**src/rtl/pcm1802_i2s_receiver.sv**
```systemverilog
// PCM1802 I2S receiver: oversamples the asynchronous BCK/LRCK/DOUT pins in the
// system clock domain, deserialises 24-bit left/right words and presents a
// complete stereo pair only once the stream has shown LOCK_FRAMES good frames.
//
// Output handshake: pcm_ready is a one-cycle strobe. pcm_left_out and
// pcm_right_out change only in the cycle pcm_ready is high, always together,
// and hold their values at every other time. There is no back-pressure: the
// consumer must take the pair in the strobe cycle.
module pcm1802_i2s_receiver #(
    parameter int DATA_BITS      = 24,
    parameter int SYNC_STAGES    = 2,
    parameter int LOCK_FRAMES    = 4,
    parameter int TIMEOUT_CYCLES = 4096
) (
    input  logic                 clock,
    input  logic                 nReset,
    input  logic                 pcm_bck,
    input  logic                 pcm_lrck,
    input  logic                 pcm_dout,
    output logic [DATA_BITS-1:0] pcm_left_out,
    output logic [DATA_BITS-1:0] pcm_right_out,
    output logic                 pcm_ready,
    output logic                 locked,
    output logic                 frame_error
);

    localparam int BIT_W  = $clog2(DATA_BITS + 1);
    localparam int GOOD_W = $clog2(LOCK_FRAMES + 1);
    localparam int TMO_W  = $clog2(TIMEOUT_CYCLES + 1);

    localparam logic [BIT_W-1:0]  BIT_LAST = BIT_W'(DATA_BITS - 1);
    localparam logic [GOOD_W-1:0] GOOD_MAX = GOOD_W'(LOCK_FRAMES);
    localparam logic [TMO_W-1:0]  TMO_MAX  = TMO_W'(TIMEOUT_CYCLES);
    localparam logic [TMO_W-1:0]  TMO_LAST = TMO_W'(TIMEOUT_CYCLES - 1);

    typedef enum logic [1:0] {
        IDLE  = 2'd0,
        SHIFT = 2'd1,
        WAIT  = 2'd2
    } state_t;

    logic [SYNC_STAGES-1:0] bck_sync;
    logic [SYNC_STAGES-1:0] lrck_sync;
    logic [SYNC_STAGES-1:0] dout_sync;
    logic                   bck_d;
    logic                   lrck_prev;

    state_t                 state;
    logic                   channel;      // 0 = left, 1 = right
    logic [BIT_W-1:0]       bit_cnt;
    logic [DATA_BITS-1:0]   shift_reg;
    logic [DATA_BITS-1:0]   left_hold;
    logic                   left_valid;
    logic [GOOD_W-1:0]      good_cnt;
    logic [TMO_W-1:0]       timeout_cnt;

    logic                   bck_s;
    logic                   lrck_s;
    logic                   dout_s;
    logic                   bck_rise;
    logic                   chan_start;
    logic                   timeout_hit;
    logic [DATA_BITS-1:0]   shift_next;
    logic [GOOD_W-1:0]      good_next;

    assign bck_s  = bck_sync[SYNC_STAGES-1];
    assign lrck_s = lrck_sync[SYNC_STAGES-1];
    assign dout_s = dout_sync[SYNC_STAGES-1];

    // Capture strobes derived from the synchronised pins. A channel start is
    // the I2S one-bit delay slot, so it never carries captured data.
    assign bck_rise    = bck_s & ~bck_d;
    assign chan_start  = bck_rise & (lrck_s != lrck_prev);
    assign timeout_hit = ~chan_start & (timeout_cnt == TMO_LAST);
    assign shift_next  = {shift_reg[DATA_BITS-2:0], dout_s};
    assign good_next   = (good_cnt == GOOD_MAX) ? good_cnt : good_cnt + 1'b1;

    // Multi-flop synchronisers on the asynchronous pins plus the bck history bit.
    always_ff @(posedge clock or negedge nReset) begin
        if (!nReset) begin
            bck_sync  <= '0;
            lrck_sync <= '0;
            dout_sync <= '0;
            bck_d     <= 1'b0;
        end else begin
            bck_sync  <= {bck_sync[SYNC_STAGES-2:0], pcm_bck};
            lrck_sync <= {lrck_sync[SYNC_STAGES-2:0], pcm_lrck};
            dout_sync <= {dout_sync[SYNC_STAGES-2:0], pcm_dout};
            bck_d     <= bck_s;
        end
    end

    // Cycles since the last LRCK edge; a channel start always wins over expiry.
    always_ff @(posedge clock or negedge nReset) begin
        if (!nReset) begin
            timeout_cnt <= '0;
        end else if (chan_start) begin
            timeout_cnt <= '0;
        end else if (timeout_cnt != TMO_MAX) begin
            timeout_cnt <= timeout_cnt + 1'b1;
        end
    end

    // Framing FSM with lock supervision and registered output strobes.
    always_ff @(posedge clock or negedge nReset) begin
        if (!nReset) begin
            state         <= IDLE;
            channel       <= 1'b0;
            bit_cnt       <= '0;
            shift_reg     <= '0;
            left_hold     <= '0;
            left_valid    <= 1'b0;
            good_cnt      <= '0;
            lrck_prev     <= 1'b0;
            locked        <= 1'b0;
            pcm_ready     <= 1'b0;
            frame_error   <= 1'b0;
            pcm_left_out  <= '0;
            pcm_right_out <= '0;
        end else begin
            pcm_ready   <= 1'b0;
            frame_error <= 1'b0;
            if (bck_rise) begin
                lrck_prev <= lrck_s;
            end

            case (state)
                IDLE: begin
                    // Only a left start qualifies; a right start here is ignored.
                    if (chan_start && !lrck_s) begin
                        state   <= SHIFT;
                        channel <= 1'b0;
                        bit_cnt <= '0;
                    end
                end

                SHIFT: begin
                    if (chan_start) begin
                        // Word cut short: drop everything and requalify on a left start.
                        frame_error <= 1'b1;
                        good_cnt    <= '0;
                        locked      <= 1'b0;
                        left_valid  <= 1'b0;
                        left_hold   <= '0;
                        state       <= IDLE;
                    end else if (bck_rise) begin
                        shift_reg <= shift_next;
                        bit_cnt   <= bit_cnt + 1'b1;
                        if (bit_cnt == BIT_LAST) begin
                            state <= WAIT;
                            if (!channel) begin
                                left_hold  <= shift_next;
                                left_valid <= 1'b1;
                            end else if (left_valid) begin
                                // Frame complete: both words of one frame are in hand.
                                left_valid <= 1'b0;
                                good_cnt   <= good_next;
                                if (good_next == GOOD_MAX) begin
                                    locked        <= 1'b1;
                                    pcm_left_out  <= left_hold;
                                    pcm_right_out <= shift_next;
                                    pcm_ready     <= 1'b1;
                                end
                            end
                        end
                    end
                end

                WAIT: begin
                    // Trailing slot bits are ignored until the next channel start.
                    if (chan_start) begin
                        state   <= SHIFT;
                        channel <= lrck_s;
                        bit_cnt <= '0;
                    end
                end

                default: state <= IDLE;
            endcase

            // A silent stream drops lock without flagging a framing fault.
            if (timeout_hit) begin
                locked     <= 1'b0;
                good_cnt   <= '0;
                left_valid <= 1'b0;
                state      <= IDLE;
            end
        end
    end

endmodule

```
**config.mk**
```make
export PLATFORM = sky130hd
export DESIGN_NAME = pcm1802_i2s_receiver
export DESIGN_NICKNAME = d
export VERILOG_FILES = /design/src/rtl/pcm1802_i2s_receiver.sv
export SDC_FILE = /design/constraint.sdc
export NUM_CORES = 1
export LEC_CHECK = 0
export BUFFER_PORTS_ARGS = -buffer_cell sky130_fd_sc_hd__buf_2
export CORE_MARGIN = 2
export CORE_UTILIZATION = 60
export DETAILED_ROUTE_END_ITERATION = 12
export MAX_ROUTING_LAYER = met4
export PLACE_DENSITY = 0.9
export SLEW_MARGIN = 0
export SYNTH_ARGS = -nofsm -noshare
export SYNTH_HDL_FRONTEND = slang
export SYNTH_SLANG_ARGS = --single-unit
```
**constraint.sdc**
```tcl
create_clock -name clock -period 4.45 [get_ports clock]
set_input_delay 0.6675 -clock clock [delete_from_list [all_inputs] [get_ports clock]]
set_output_delay 0.6675 -clock clock [all_outputs]
set_load 0.05 [all_outputs]
```
After elaboration in Yosys (flattened, before gate mapping)
Cells that the tools add are included.
{"block": "word_totals", "output_inout_bits": 51, "elab_cells": 118, "in_bits": 5, "ff_bits": 131}
{"block": "classes", "n_bitwise": 5, "n_eq_ne": 17, "reduce_logical": 23, "muxes": 52, "n_addsub": 3}
{"cell": "$mux 24", "count": 4}
{"cell": "$mux 13", "count": 2}
{"cell": "$mux 1", "count": 25}
{"cell": "$mux 3", "count": 8}
{"cell": "$mux 5", "count": 4}
{"cell": "$reduce_bool 3->1", "count": 6}
{"cell": "$pmux 5 s3", "count": 1}
{"cell": "$add 13x1->13 const B", "count": 1}
{"cell": "$eq 13x12->1 const B", "count": 1}
{"cell": "$ne 13x13->1 const B", "count": 1}
{"cell": "$mux 2", "count": 6}
{"cell": "$reduce_and 5->1", "count": 2}
{"cell": "$reduce_bool 2->1", "count": 5}
{"cell": "$reduce_and 3->1", "count": 3}
{"cell": "$ne 2x2->1 const B", "count": 4}
{"cell": "$ne 4x4->1 const B", "count": 2}
{"cell": "$reduce_and 4->1", "count": 2}
{"cell": "$reduce_and 7->1", "count": 1}
{"cell": "$eq 3x3->1 const B", "count": 2}
{"cell": "$ne 3x3->1 const B", "count": 2}
{"cell": "$pmux 2 s3", "count": 1}
{"cell": "$reduce_and 6->1", "count": 1}
{"cell": "$add 5x1->5 const B", "count": 1}
{"cell": "$eq 5x5->1 const B", "count": 1}
{"cell": "other kinds (11)", "count": 14}

Depth between registers and ports, before layout
Gate-level depths: netlist (run 1).
{"block": "depth", "ltp_word": 11, "ltp_mapped": 8, "mapped_depth_nobuf": 6}

Worst setup path before layout (run 1)
Ideal clock, no wire load.
{"block": "synth_timing", "path_type": "register -> register", "startpoint": "register good_cnt[0]", "endpoint": "register pcm_right_out[10]", "synth_period_minus_slack_ns": 2.275, "path_stages_with_launch": 9, "n_path_buf": 2, "slack_ns": 2.175, "t_arrival_ns": 2.150, "required_time_ns": 4.325, "setup_time_ns": 0.125, "path_cell_list": "dfrtp_1 -> inv_1 -> ha_1 -> or3b_1 -> a311oi_2 -> nand4_1 -> buf_2 -> buf_6 -> mux2_4"}
{"block": "synth_via", "elab_chain_cells": 4, "elab_cells_between_ends": 5, "classes_between": "add/sub (1); eq/ne (2); mux (1); reduce/logical (1)"}
{"element": "start, declared", "line_no": "54", "source": "logic [GOOD_W-1:0] good_cnt;"}
{"element": "start signal, assigned", "line_no": "157", "source": "good_cnt <= good_next;"}
{"element": "$add 3x1->3 / $eq 3x3->1 (equally long branches)", "line_no": "76", "source": "assign good_next = (good_cnt == GOOD_MAX) ? good_cnt : good_cnt + 1'b1;"}
{"element": "$mux 3 *", "line_no": "76"}
{"element": "$eq 3x3->1 *", "line_no": "158", "source": "if (good_next == GOOD_MAX) begin"}
{"element": "$reduce_and 7->1 (no line) *"}
{"element": "end signal, assigned", "line_no": "161", "source": "pcm_right_out <= shift_next;"}
{"element": "end, declared", "line_no": "21", "source": "output logic [DATA_BITS-1:0] pcm_right_out,"}
Every way passes the cells marked *; elsewhere a longest branch is shown, timed or not.
A chain may end at the register's enable or synchronous reset.

Worst setup path in the final report (run 1)
{"block": "layout_timing", "startpoint": "register good_cnt[0]", "endpoint": "register pcm_left_out[21]"}
{"block": "layout_via", "elab_chain_cells": 4, "elab_cells_between_ends": 5, "classes_between": "add/sub (1); eq/ne (2); mux (1); reduce/logical (1)"}
{"element": "$add 3x1->3 / $eq 3x3->1 (equally long branches)", "line_no": "76"}
{"element": "$mux 3 *", "line_no": "76"}
{"element": "$eq 3x3->1 *", "line_no": "158"}
{"element": "$reduce_and 7->1 (no line) *"}
{"element": "end signal, assigned", "line_no": "160", "source": "pcm_left_out <= left_hold;"}
{"element": "end, declared", "line_no": "20", "source": "output logic [DATA_BITS-1:0] pcm_left_out,"}
Marked as above.

==> impl_metrics.env, run 1 <==
export IMPL_ys_ff_latch=131
export IMPL_wirelength_mm=12.5
export IMPL_cts_resized=0
export IMPL_crit_start="good_cnt[0]"
export IMPL_final_cell_mix="131 x dfrtp_1, 63 x mux2_2, 54 x buf_2, 26 x nor4b_1, 25 x a21o_1"
export IMPL_cts_buffers=17
export IMPL_cts_hold_buf=0
export IMPL_synth_area_leaders="dfrtp_1 61%, mux2_2 13%, nor4b_1 4.2%, a21o_1 3.5%, mux2_4 2.5%"
export IMPL_fin_nets=465
export IMPL_cts_path_max_buffers=2
export IMPL_synthCells=396
export IMPL_ff_latch_area_mm2=0.00328
export IMPL_hold_class="in -> async"
export IMPL_area_growth_pct=17.7
export IMPL_ios=56
export IMPL_yosysWarnings=0
export IMPL_fin_worst_skew_ns=0.00864
export IMPL_async_flop_share_pct=100
export IMPL_fin_crit_sh_pct=58.3
export IMPL_core_mm2=0.00872
export IMPL_crit_slowest_cell="dfrtp_1"
export IMPL_vias=3671
export IMPL_clk_latency_ns=0.53
export IMPL_holdWs_ns=0.239
export IMPL_min_period_ns=2.59
export IMPL_reg_largest_list="left_hold x24, pcm_left_out x24, pcm_right_out x24"
export IMPL_synth_cell_type_count=47
export IMPL_die_x_um=98.8
export IMPL_yosysTopAreaCell="dfrtp_1"
export IMPL_multi_input_area_mm2=0.00201
export IMPL_power_density_mw_per_mm2=477
export IMPL_tritoncts="built"
export IMPL_synth_fp_nets=406
export IMPL_finalSetupViolCount=0
export IMPL_setup_tns_ns=0
export IMPL_die_h_um=98.8
export IMPL_hold_violations=0
export IMPL_ant_nets=0
export IMPL_timing_final_max_slew_violations=0
export IMPL_status="completed"
export IMPL_drt_pass1_iter_count=5
export IMPL_dpl_hpwl_mm=7.00
export IMPL_slew_headroom_pct=20.3
export IMPL_cp_required_ns=4.85
export IMPL_slowest_delay_ns=0.45
export IMPL_post_cts_buffers=0
export IMPL_path_cells="inv_1 -> ha_1 -> or3b_1 -> a311oi_2 -> nand4_1 -> buf_4 -> mux2_2"
export IMPL_avgSynthCellArea_um2=13.6
export IMPL_crit_fanout=49
export IMPL_reg2reg_from="good_cnt[0]"
export IMPL_die_area_mm2=0.00977
export IMPL_cp_end_kind="flip-flop"
export IMPL_worst_slew_pin_slew_ns=1.19
export IMPL_rsz0062_at_grt="false"
export IMPL_clk_root_buffer_cell="clkbuf_8"
export IMPL_final_common_cell="dfrtp_1"
export IMPL_startpoint_type="flip-flop"
export IMPL_wl_per_cell_um=21.7
export IMPL_ys_seq_area_share_pct=60.7
export IMPL_drtIter0Drc=193
export IMPL_antenna_found_initial=0
export IMPL_rows=34
export IMPL_peakVddDrop_uv=284
export IMPL_p_leak_nw=3.43
export IMPL_synth_edf_count=0
export IMPL_cts_sinks=131
export IMPL_critPathKind="reg -> reg"
export IMPL_grt_pass1_wl_mm=20.1
export IMPL_fmax_mhz=386
export IMPL_synthFlopType="dfrtp_1"
export IMPL_overflow=0
export IMPL_clkTransAtPathRegs_ns=0.06
export IMPL_grt_total_usage_pct=28.0
export IMPL_portBuffers=55
export IMPL_arrival_ns=2.99
export IMPL_h_tree_depth=4
export IMPL_place_inst=544
export IMPL_grt_max_degree=66
export IMPL_finalPower_mw=3.03
export IMPL_fillers=509
export IMPL_drc=0
export IMPL_final_cells=576
export IMPL_synth_area_mm2=0.00540
export IMPL_drive_gt1_share_pct=36.5
export IMPL_avgViaCountPerCell=6.37
export IMPL_n_antenna_cell=0
export IMPL_gp_congestion=0.856
export IMPL_netlist_area_leader_share_pct=60.7
export IMPL_drv_cap=0
export IMPL_start_util_pct=61.9
export IMPL_grt_pass1_vias=3855
## through the flow
stage	setup slack (ns)	instance area (µm²)	util, %
floorplan	2.17	5400	-
global route	1.76	6350	72.8
global placement	2.08	5770	66.1
CTS	1.92	6350	72.8
finish	1.86	6350	72.8
detailed placement	1.98	5770	66.1
## Yosys cell counts, types with 2 or more instances
library cell,number
a21o_1,25
a21oi_1,4
a311oi_1,2
a31o_2,2
a31oi_1,2
and2_1,3
and3_1,3
buf_1,6
buf_2,3
clkbuf_1,10
dfrtp_1,131
ha_1,5
inv_1,8
mux2_2,63
mux2_4,9
nand2_1,14
nand2b_1,2
nand3_1,5
nand4_1,7
nor2_1,16
nor2b_1,2
nor3_1,7
nor4b_1,26
o21ai_0,5
or3_1,2
xnor2_1,6
xor2_1,8
## cells by family (layout without fill, tap and decap cells)
group           after synthesis  after routing  synth area share, %
fa+ha+maj                     5              5                 1.16
flops                       131            131                 60.7
buf+inv                      28            100                 2.16
xor+xnor                     14             14                 2.27
compound gates               48             48                 6.54
simple gates                 97             97                 11.3
mux                          73             73                 15.8
## worst paths after layout
| path | end | depth (start not counted) | slack (ns) |
|---|---|---|---|
| setup reg to reg | pcm_left_out[21] | 7 | 1.86 |
| hold reg to reg | bck_sync[1] | 0 | 0.36 |
| min in group clock | dout_sync[0] | 1 | 0.24 |
| max in group asynchronous | lrck_sync[0] | 2 | 3.23 |
| hold / removal | timeout_cnt[3] | 1 | 0.24 |
| setup / recovery | pcm_left_out[21] | 7 | 1.86 |
## cell type report
class	instances	share of cell area, %
tap	108	2.13
inverter	8	0.473
multi-input combinational	237	31.6
clock inverter	15	2.68
clock buffer	17	6.52
timing repair buffer	60	4.96
sequential	131	51.6
## power by group
| group | switching, mW | total (mW) | internal (mW) |
|---|---|---|---|
| Clock | 0.564 | 1.38 | 0.812 |
| Combinational | 0.168 | 0.286 | 0.117 |
| Sequential | 0.0949 | 1.37 | 1.27 |
## metal layers
metal / share of wire [%] / vias up / track usage (%)
li1: - / 1557 / -
met1: 40 / 1923 / 33.6
met2: 52 / 150 / 44.2
met3: 5.5 / 41 / 7.80
met4: 2.8 / 0 / 13.1
met5: 0 / - / -
## critical path: cells and delay by family, from the launching register on
family	cells	cell delay (ns)
simple gates	2	0.56
flops	1	0.45
buf+inv	2	0.44
mux	1	0.40
compound gates	1	0.30
fa+ha+maj	1	0.25
(Power assumes the default switching activity.)
==> inputs of run 2 (changes only) <==
--- a/config.mk
+++ b/config.mk
@@ -7,10 +7,10 @@
 export LEC_CHECK = 0
 export BUFFER_PORTS_ARGS = -buffer_cell sky130_fd_sc_hd__buf_2
 export CORE_MARGIN = 2
-export CORE_UTILIZATION = 60
+export CORE_UTILIZATION = 53
 export DETAILED_ROUTE_END_ITERATION = 12
 export MAX_ROUTING_LAYER = met4
-export PLACE_DENSITY = 0.9
+export PLACE_DENSITY = 0.85
 export SLEW_MARGIN = 0
 export SYNTH_ARGS = -nofsm -noshare
 export SYNTH_HDL_FRONTEND = slang
==> constraint.sdc (replaced) <==
create_clock -name clock -period 2.26 [get_ports clock]
set_input_delay 0.339 -clock clock [delete_from_list [all_inputs] [get_ports clock]]
set_output_delay 0.339 -clock clock [all_outputs]
set_load 0.05 [all_outputs]
==> run 2 against run 1 <==
Flip-flop and latch count unchanged; power is 99% higher; combinational power rose by 120%; critical path type unchanged.
==> impl_metrics.env, run 2 (synthesis gave the netlist of run 1 again) <==
export IMPL_r2r_cells=8
export IMPL_final_cells=621
export IMPL_status="completed"
export IMPL_fin_worst_skew_ns=0.00724
export IMPL_wl_per_cell_um=18.3
export IMPL_avgViaCountPerCell=5.77
export IMPL_finalSetupViolCount=0
export IMPL_vias=3586
export IMPL_die_x_um=105
export IMPL_dpl_hpwl_mm=6.78
export IMPL_cts_path_max_buffers=2
export IMPL_ant_nets=0
export IMPL_gp_congestion=0.855
export IMPL_holdWs_ns=0.350
export IMPL_n_antenna_cell=0
export IMPL_h_tree_depth=4
export IMPL_grt_max_degree=45
export IMPL_p_sw_share_pct=25.7
export IMPL_start_util_pct=55.0
export IMPL_wirelength_mm=11.3
export IMPL_overflow=0
export IMPL_final_setup_worst_slack_ns=0.104
export IMPL_tritoncts="built"
export IMPL_p_leak_nw=3.57
export IMPL_cp_end_kind="flip-flop"
export IMPL_portBuffers=55
export IMPL_final_common_cell="dfrtp_1"
export IMPL_peakVddDrop_uv=479
export IMPL_combinationalPowerShare_pct=10.3
export IMPL_startpoint_type="flip-flop"
export IMPL_rows=36
export IMPL_reg2reg_from="good_cnt[0]"
export IMPL_die_area_mm2=0.0110
export IMPL_arrival_ns=2.54
export IMPL_fin_crit_sh_pct=95.4
export IMPL_reg2reg_slack_ns=0.10
export IMPL_grt_total_usage_pct=22.6
export IMPL_holdCritStartpoint="bck_sync[0]"
export IMPL_pre_cts_ws_ns=0.0450
export IMPL_drv_cap=0
export IMPL_reg_largest_list="left_hold x24, pcm_left_out x24, pcm_right_out x24"
export IMPL_fmax_mhz=464
export IMPL_drive_gt1_share_pct=38.5
export IMPL_core_mm2=0.00982
export IMPL_hold_class="reg -> reg"
export IMPL_antenna_found_initial=0
export IMPL_power_density_mw_per_mm2=909
export IMPL_clk_root_buffer_cell="clkbuf_8"
export IMPL_grt_pass1_vias=3701
export IMPL_final_cell_mix="131 x dfrtp_1, 63 x mux2_2, 54 x buf_2, 26 x nor4b_1, 25 x a21o_1"
export IMPL_p_clk_share_pct=45.3
export IMPL_clk_latency_ns=0.51
export IMPL_ios=56
export IMPL_area_growth_pct=22.9
export IMPL_clkTransAtPathRegs_ns=0.06
export IMPL_min_period_ns=2.16
export IMPL_timing_final_max_slew_violations=0
export IMPL_worstHoldPathCells=0
export IMPL_finalPower_mw=6.03
export IMPL_cts_sinks=131
export IMPL_cts_buffers=17
export IMPL_p_switching_mw=1.55
export IMPL_slew_headroom_pct=52.9
export IMPL_die_h_um=105
export IMPL_internal_power_mw=4.48
export IMPL_cp_required_ns=2.65
export IMPL_drt_pass1_iter_count=6
export IMPL_drtIter0Drc=271
export IMPL_p_seq_share_pct=44.4
export IMPL_place_inst=583
export IMPL_fin_nets=486
export IMPL_holdPathEnd="bck_sync[1]"
export IMPL_hold_violations=0
export IMPL_worst_slew_pin_slew_ns=0.706
export IMPL_drc=0
export IMPL_critPathKind="reg -> reg"
export IMPL_grt_pass1_wl_mm=18.9
export IMPL_crit_fanout=11
export IMPL_r2r_end="pcm_left_out[18]"
run 2: cell count changes in the layout (fill, tap and decap cells not counted), sizes merged:
cell | before | now
clkbuf | 17 | 18
clkinv | 4 | 6
clkinvlp | 2 | 1
dlygate4sd3 | 0 | 4
buf | 60 | 76
inv | 15 | 12
bufinv | 2 | 3
run 2: timing repair:
action	CTS	global route
endpoints found under the hold margin	44	0
setup endpoints to repair	0	48
hold buffers	4	0
setup buffers	0	2
resized for setup	0	2
run 2: metal layers:
layer | vias to the layer above | routed length [µm] | GRT usage, %
met4 | 0 | 135 | 10.1
met5 | - | 0 | -
met2 | 126 | 5850 | 35.3
met3 | 13 | 627 | 4.37
met1 | 1847 | 4730 | 28.9
li1 | 1600 | - | -
run 2: cell type report:
| type | instances | area, µm² |
|---|---|---|
| flip-flops and latches | 131 | 3280 |
| fillers | 670 | 3180 |
| multi-input cells | 237 | 2010 |
| repair buffers | 81 | 554 |
| clock buffers | 17 | 414 |
| clock inverters | 14 | 180 |
| well taps | 133 | 166 |
| inverters | 8 | 30.0 |
run 2: power groups by stage:
| stage | clock, mW | sequential (mW) | combinational (mW) |
|---|---|---|---|
| floorplan | 0 | 2.69 | 0.368 |
| global placement | 0 | 2.70 | 0.548 |
| detailed placement | 0 | 2.71 | 0.581 |
| CTS | 2.77 | 2.67 | 0.603 |
| global route | 2.89 | 2.70 | 0.693 |
| finish | 2.73 | 2.68 | 0.623 |
run 2: critical path, stage by stage (launching register included):
cell      delay [ns]
dfrtp_1         0.37
inv_1           0.05
ha_2            0.19
or3b_1          0.39
a311oi_2        0.24
nand4_1         0.15
buf_6           0.17
buf_4           0.19
mux2_2          0.29
run 2: worst max-delay path by stage:
stage                           start                 to  slack, ns  cells past startpoint
after global placement    good_cnt[0]   pcm_right_out[2]       0.09                      7
after global routing      good_cnt[0]  pcm_right_out[17]      -0.05                      8
after CTS                 good_cnt[0]   pcm_right_out[4]       0.04                      7
after detailed placement  good_cnt[0]   pcm_right_out[5]       0.05                      7
after floorplan           good_cnt[0]  pcm_right_out[10]      0.009                      8
final                     good_cnt[0]   pcm_left_out[18]       0.10                      8
run 2: metrics by stage:
| step | TNS, ns | utilization, % | instance area, µm² |
|---|---|---|---|
| 6_report | 0 | 67.6 | 6640 |
| 5_1_grt | -1.52 | 67.6 | 6640 |
| 4_1_cts | 0 | 67.1 | 6590 |
| 3_5_place_dp | 0 | 60.6 | 5950 |
| 3_3_place_gp | 0 | 60.6 | 5950 |
| 2_1_floorplan | 0 | - | 5400 |
